### src/rtl/alu_share_arbiter_if.sv
// Requester-side and ALU-side signal bundle for the shared-ALU arbiter.
// The arbiter uses the slave view; requesters and the ALU use the master view.
interface alu_share_arbiter_if #(
    parameter int NREQ  = 4,
    parameter int WIDTH = 32,
    parameter int OPW   = 3
);
    logic [NREQ-1:0]       req_valid;
    logic [NREQ-1:0]       req_ready;
    logic [NREQ*WIDTH-1:0] req_busA;
    logic [NREQ*WIDTH-1:0] req_busB;
    logic [NREQ*OPW-1:0]   req_op;

    logic [WIDTH-1:0]      alu_busA;
    logic [WIDTH-1:0]      alu_busB;
    logic [OPW-1:0]        alu_op;
    logic [WIDTH-1:0]      alu_dataOut;
    logic [3:0]            alu_flags;

    logic [NREQ-1:0]       rsp_valid;
    logic [NREQ-1:0]       rsp_ready;
    logic [WIDTH-1:0]      rsp_data;
    logic [3:0]            rsp_flags;

    modport master (
        output req_valid, req_busA, req_busB, req_op, rsp_ready, alu_dataOut, alu_flags,
        input  req_ready, alu_busA, alu_busB, alu_op, rsp_valid, rsp_data, rsp_flags
    );

    modport slave (
        input  req_valid, req_busA, req_busB, req_op, rsp_ready, alu_dataOut, alu_flags,
        output req_ready, alu_busA, alu_busB, alu_op, rsp_valid, rsp_data, rsp_flags
    );
endinterface

### src/rtl/alu_share_arbiter.sv
// Round-robin arbiter sharing one ALU among NREQ requesters: grant, drive
// registered operands, wait ALU_LAT cycles, capture result, hand it back.
module alu_share_arbiter #(
    parameter int NREQ    = 4,
    parameter int WIDTH   = 32,
    parameter int OPW     = 3,
    parameter int ALU_LAT = 1
) (
    input  logic                 clk,
    input  logic                 rst_n,
    alu_share_arbiter_if.slave   bus,
    output logic                 busy
);
    localparam int IW = $clog2(NREQ);
    localparam int LW = (ALU_LAT > 1) ? $clog2(ALU_LAT) : 1;

    typedef enum logic [1:0] {IDLE = 2'd0, EXEC = 2'd1, RESP = 2'd2} state_t;

    state_t          state, stateNext;
    logic [IW-1:0]   rrPtr, grantIdx, pickIdx;
    logic [LW-1:0]   latCnt;
    logic [IW:0]     pickSum;
    logic [NREQ-1:0] reqRot;
    logic            anyValid, latDone, rspDone;

    // Rotate the request vector so bit 0 is the rrPtr slot; the lowest set bit wins.
    always_comb begin
        reqRot   = NREQ'({bus.req_valid, bus.req_valid} >> rrPtr);
        anyValid = |bus.req_valid;
        pickSum  = {1'b0, rrPtr};
        for (int k = NREQ - 1; k >= 0; k--) begin
            if (reqRot[k]) pickSum = {1'b0, rrPtr} + (IW+1)'(k);
        end
        pickIdx = (pickSum >= (IW+1)'(NREQ)) ? IW'(pickSum - (IW+1)'(NREQ)) : IW'(pickSum);
    end

    assign latDone = (latCnt == LW'(ALU_LAT - 1));
    assign rspDone = (state == RESP) && bus.rsp_ready[grantIdx];

    always_ff @(posedge clk or negedge rst_n) begin
        if (!rst_n) state <= IDLE;
        else        state <= stateNext;
    end

    // NOTE: every output of this block gets a default first, so no path leaves one unassigned and no latch is inferred.
    always_comb begin
        stateNext     = state;
        bus.req_ready = '0;
        bus.rsp_valid = '0;
        busy          = (state != IDLE);
        unique case (state)
            IDLE: begin
                if (anyValid) begin
                    // req_ready is combinational; keep it quiet while reset is held.
                    if (rst_n) bus.req_ready = NREQ'(1) << pickIdx;
                    stateNext = EXEC;
                end
            end
            EXEC: if (latDone) stateNext = RESP;
            RESP: begin
                bus.rsp_valid = NREQ'(1) << grantIdx;
                if (rspDone) stateNext = IDLE;
            end
            default: stateNext = IDLE;
        endcase
    end

    // NOTE: sequential state uses non-blocking assignments so all registers update together from pre-edge values.
    always_ff @(posedge clk or negedge rst_n) begin
        if (!rst_n) begin
            rrPtr         <= '0;
            grantIdx      <= '0;
            latCnt        <= '0;
            bus.alu_busA  <= '0;
            bus.alu_busB  <= '0;
            bus.alu_op    <= '0;
            bus.rsp_data  <= '0;
            bus.rsp_flags <= '0;
        end else begin
            unique case (state)
                IDLE: begin
                    if (anyValid) begin
                        grantIdx     <= pickIdx;
                        latCnt       <= '0;
                        bus.alu_busA <= WIDTH'(bus.req_busA >> (int'(pickIdx) * WIDTH));
                        bus.alu_busB <= WIDTH'(bus.req_busB >> (int'(pickIdx) * WIDTH));
                        bus.alu_op   <= OPW'(bus.req_op >> (int'(pickIdx) * OPW));
                    end
                end
                EXEC: begin
                    latCnt <= latCnt + LW'(1);
                    if (latDone) begin
                        bus.rsp_data  <= bus.alu_dataOut;
                        bus.rsp_flags <= bus.alu_flags;
                    end
                end
                RESP: begin
                    if (rspDone) begin
                        rrPtr <= (grantIdx == IW'(NREQ - 1)) ? '0 : grantIdx + IW'(1);
                    end
                end
                default: ;
            endcase
        end
    end
endmodule

### src/flat_wrapper.sv
// flat-port wrapper written by rule: the top's interface ports become plain ports
module alu_share_arbiter_flat 
#(
    parameter int NREQ    = 4,
    parameter int WIDTH   = 32,
    parameter int OPW     = 3,
    parameter int ALU_LAT = 1
)
  (clk, rst_n, busy, bus_req_valid, bus_req_busA, bus_req_busB, bus_req_op, bus_rsp_ready, bus_alu_dataOut, bus_alu_flags, bus_req_ready, bus_alu_busA, bus_alu_busB, bus_alu_op, bus_rsp_valid, bus_rsp_data, bus_rsp_flags);
  alu_share_arbiter_if #(.NREQ(NREQ), .WIDTH(WIDTH), .OPW(OPW)) bus_i ();
  input  logic clk;
  input  logic rst_n;
  output logic busy;
  input wire logic [$bits(bus_i.req_valid)-1:0] bus_req_valid;
  input wire logic [$bits(bus_i.req_busA)-1:0] bus_req_busA;
  input wire logic [$bits(bus_i.req_busB)-1:0] bus_req_busB;
  input wire logic [$bits(bus_i.req_op)-1:0] bus_req_op;
  input wire logic [$bits(bus_i.rsp_ready)-1:0] bus_rsp_ready;
  input wire logic [$bits(bus_i.alu_dataOut)-1:0] bus_alu_dataOut;
  input wire logic [$bits(bus_i.alu_flags)-1:0] bus_alu_flags;
  output wire logic [$bits(bus_i.req_ready)-1:0] bus_req_ready;
  output wire logic [$bits(bus_i.alu_busA)-1:0] bus_alu_busA;
  output wire logic [$bits(bus_i.alu_busB)-1:0] bus_alu_busB;
  output wire logic [$bits(bus_i.alu_op)-1:0] bus_alu_op;
  output wire logic [$bits(bus_i.rsp_valid)-1:0] bus_rsp_valid;
  output wire logic [$bits(bus_i.rsp_data)-1:0] bus_rsp_data;
  output wire logic [$bits(bus_i.rsp_flags)-1:0] bus_rsp_flags;
  assign bus_i.req_valid = bus_req_valid;
  assign bus_i.req_busA = bus_req_busA;
  assign bus_i.req_busB = bus_req_busB;
  assign bus_i.req_op = bus_req_op;
  assign bus_i.rsp_ready = bus_rsp_ready;
  assign bus_i.alu_dataOut = bus_alu_dataOut;
  assign bus_i.alu_flags = bus_alu_flags;
  assign bus_req_ready = bus_i.req_ready;
  assign bus_alu_busA = bus_i.alu_busA;
  assign bus_alu_busB = bus_i.alu_busB;
  assign bus_alu_op = bus_i.alu_op;
  assign bus_rsp_valid = bus_i.rsp_valid;
  assign bus_rsp_data = bus_i.rsp_data;
  assign bus_rsp_flags = bus_i.rsp_flags;
  alu_share_arbiter #(.NREQ(NREQ), .WIDTH(WIDTH), .OPW(OPW), .ALU_LAT(ALU_LAT)) u_core (.clk(clk), .rst_n(rst_n), .bus(bus_i), .busy(busy));
endmodule
### config.mk
export PLATFORM = sky130hd
export DESIGN_NAME = alu_share_arbiter_flat
export DESIGN_NICKNAME = d
export VERILOG_FILES = /design/src/rtl/alu_share_arbiter_if.sv /design/src/rtl/alu_share_arbiter.sv /design/src/flat_wrapper.sv
export SDC_FILE = /design/constraint.sdc
export NUM_CORES = 1
export LEC_CHECK = 0
export BUFFER_PORTS_ARGS = -buffer_cell sky130_fd_sc_hd__buf_2
export CORE_AREA = 2 2 166 168
export CTS_CLUSTER_DIAMETER = 60
export CTS_CLUSTER_SIZE = 12
export DETAILED_ROUTE_END_ITERATION = 7
export DIE_AREA = 0 0 168 170
export PLACE_DENSITY = 0.54
export SKIP_CTS_REPAIR_TIMING = 1
export SLEW_MARGIN = 40
export SYNTH_ARGS = -nofsm -noshare
export SYNTH_HDL_FRONTEND = slang
export SYNTH_SLANG_ARGS = --single-unit
### constraint.sdc
create_clock -name clk -period 3.9 [get_ports clk]
set_clock_uncertainty 0.15 [all_clocks]
set_input_delay 0.195 -clock clk [delete_from_list [all_inputs] [get_ports clk]]
set_output_delay 0.195 -clock clk [all_outputs]
set_load 0.02 [all_outputs]
==> run_results.csv <==
group,metric,value,unit
status,status,"complete, no violations",
critical_path,critPathRequiredTime,4040,ps
flow_run,cap_viol_max_count,0,
timing,slew_headroom,47.9,%
grt,first_global_vias,7044,
timing,tightestPinTransition,762,ps
critical_path,cp-end-kind,"flip-flop",
synth,ys_seq_area_share,41.3,%
clocking,cts_buffer_depth,2,
critical_path,ff2ff_setup_slack,610,ps
detailed_routing,first_iter_violations,383,
timing,fmax,304,MHz
cells_and_area,finalInstanceArea,9810,um2
clocking,cts_root_buf,"clkbuf_16",
placed_design,dpl-instance-area,9080,um2
synth,synth_nets,989,
grt,grt_pass1_wl,39800,um
cells_and_area,final_common_cell,"buf_2",
cells_and_area,final_layout_size_suffix_gt1_share,46.4,%
floorplanning,start_util,25.0,%
grt,grt_max_degree,67,
pwr,leakagePower,4.75,nW
pwr,peakVddDrop,0.297,mV
synth,synth_cell_types,36,
clocking,clock_sink_count,110,
timing,hold_violations,0,
synth,ys_seq_elements,110,
synth,synthesis.area,6670,um2
clocking,clk_pin_slew,100,ps
synth,synth.avg_cell_area,9.93,um2
timing,finalCritPeriodShare,84.3,%
hold_path,hp-class,"in -> reg",
clocking,cts_tree,"built",
hold_path,hold-path-endpoint,"u_core.bus.alu_busA[20]",
placed_design,place_inst,1382,
critical_path,start_kind,"flip-flop",
placed_design,numPortBuffers,425,
timing,period_minus_slack,3290,ps
detailed_routing,vias,7103,
synth,ys.warnings.count,0,
clocking,htree_levels,3,
timing,setup_violations,0,
critical_path,path_max_fanout,49,
floorplanning,pin_count,426,
grt,antenna_found_initial,2,
cells_and_area,layout.nets,1411,
floorplanning,die_h,170,um
cells_and_area,layout_common_cells,"buf_2 (424), a211oi_1 (128), dfrtp_1 (110), inv_1 (71), nor2_1 (69)",
grt,overflow,0,
timing,maxSlewViolCount,0,
detailed_routing,firstDrtPassIters,4,
placed_design,gp_congestion,0.831,
grt,grt.total_usage,18.0,%
timing,grt_setup_unrepaired,"false",
timing,timing.setup.tns,0,ps
detailed_routing,drc_errors,0,
detailed_routing,vias_per_cell,4.93,
floorplanning,die_area,28600,um2
placed_design,dp_hpwl,19300,um
critical_path,crit_type,"reg -> reg",
cells_and_area,synthToLayoutAreaGrowth,47.2,%
critical_path,reg2regPathDepth,7,
cells_and_area,layout.cells.non_filler,1441,
hold_path,hold_depth,3,
floorplanning,placement_rows,60,
critical_path,r2r-start,"u_core.rrPtr[0]",
detailed_routing,wl_per_cell,18.9,um
clocking,cts_buffers,9,
detailed_routing,ant_nets,0,
detailed_routing,routed_wl,27200,um
critical_path,r2r_end,"u_core.bus.alu_busA[16]",
critical_path,critPathArrivalTime,3430,ps
floorplanning,core,26700,um2
floorplanning,die_w,168,um
pwr,p_per_area,742,nW/um2
clocking,clock_latency,360,ps
hold_path,min_from,"bus_req_busA[84]",
synth,postSynthCellCount,671,
## power breakdown
| part | total (W) | internal, W | switching, W | leakage [nW] |
|---|---|---|---|---|
| Combinational | 0.00419 | 0.00159 | 0.00260 | 3.35 |
| Clock | 0.00101 | 0.000473 | 0.000541 | 0.151 |
| Sequential | 0.00208 | 0.00174 | 0.000341 | 1.25 |
| Total | 0.00728 | 0.00380 | 0.00348 | 4.75 |
## cell usage after synthesis, drive strengths merged
cell,number,area share (%)
and2,5,0.47
o21a,3,0.34
nor2b,6,0.60
buf,32,3.0
a211oi,132,15
a21boi,1,0.11
mux4,1,0.34
clkbuf,38,2.1
nor4,1,0.094
o2bb2ai,1,0.13
nor3b,2,0.23
a21o,2,0.23
o21bai,1,0.11
o31ai,1,0.11
a2111oi,67,9.1
nor2,70,3.9
nand3,1,0.075
o21ai,1,0.075
nand2b,1,0.094
or3,1,0.094
dfrtp,110,41
a211o,1,0.13
ha,4,0.75
inv,72,4.1
mux2,37,6.3
nand2,6,0.34
o211ai,2,0.23
mux2i,67,10
or4,1,0.11
nor3,3,0.23
a21oi,1,0.075
## routing by layer
metal	share of wire [%]	vias to the layer above	GRT usage (%)
li1	-	3365	-
met5	0	-	0
met1	40	3369	20.7
met2	51	332	32.6
met4	2.9	0	6.84
met3	6.8	37	4.07
## sequential cells by signal, summed over array words and instances (netlist names)
name	flops
u_core.bus.alu_busB	32
u_core.bus.alu_op	3
u_core.bus.alu_busA	32
u_core.rrPtr	2
u_core.latCnt	1
u_core.state	2
u_core.grantIdx	2
u_core.bus.rsp_flags	4
u_core.bus.rsp_data	32
## how the worst max path moves through the flow
stage                          from                       to  slack (ps)
global placement    u_core.rrPtr[1]   u_core.bus.alu_busB[5]        1040
finish              u_core.rrPtr[0]  u_core.bus.alu_busA[16]         610
global route        u_core.rrPtr[0]  u_core.bus.alu_busA[16]         390
CTS                 u_core.rrPtr[0]         bus_req_ready[0]         730
detailed placement  u_core.rrPtr[0]   u_core.bus.alu_busB[6]         970
floorplan           u_core.rrPtr[0]         bus_req_ready[1]        1520
## logic make-up (layout without fill, tap and decap cells)
family / after synthesis / after routing / synth area share, %
other: 0 / 2 / 0
muxes: 105 / 105 / 16.7
buffers and inverters: 142 / 569 / 9.24
DFF: 110 / 110 / 41.3
AOI/OAI and AO/OA: 213 / 213 / 25.8
and+or+nand+nor: 97 / 97 / 6.27
adders and majority gates: 4 / 4 / 0.751
## layout make-up
type / count / area [um2]
Timing Repair Buffer: 481 / 2690
Tap cell: 341 / 427
Inverter: 72 / 270
Sequential cell: 110 / 2750
Antenna cell: 2 / 5.00
Clock buffer: 9 / 225
Fill cell: 2771 / 16800
Clock inverter: 7 / 90.1
Multi-Input combinational cell: 419 / 3350
## critical path: stages (launching register included)
cell and delay, ps:
dfrtp_1 420, nor2b_1 170, o2bb2ai_4 560, a211o_4 680, buf_12 350, mux2i_1 110, dlygate4sd3_1 560, a211oi_1 210
## metrics by stage
step	hold WS, ps	utilization (%)	total power [W]	setup slack, ps
detailed placement	127	34.1	0.00632	970
CTS	-279	35.3	0.00737	728
floorplan	-251	-	0.00486	1520
finish	3.61	36.8	0.00728	611
global placement	126	34.1	0.00627	1040
global route	2.39	36.8	0.00779	386
No activity file was read; power rests on OpenSTA's default activity.
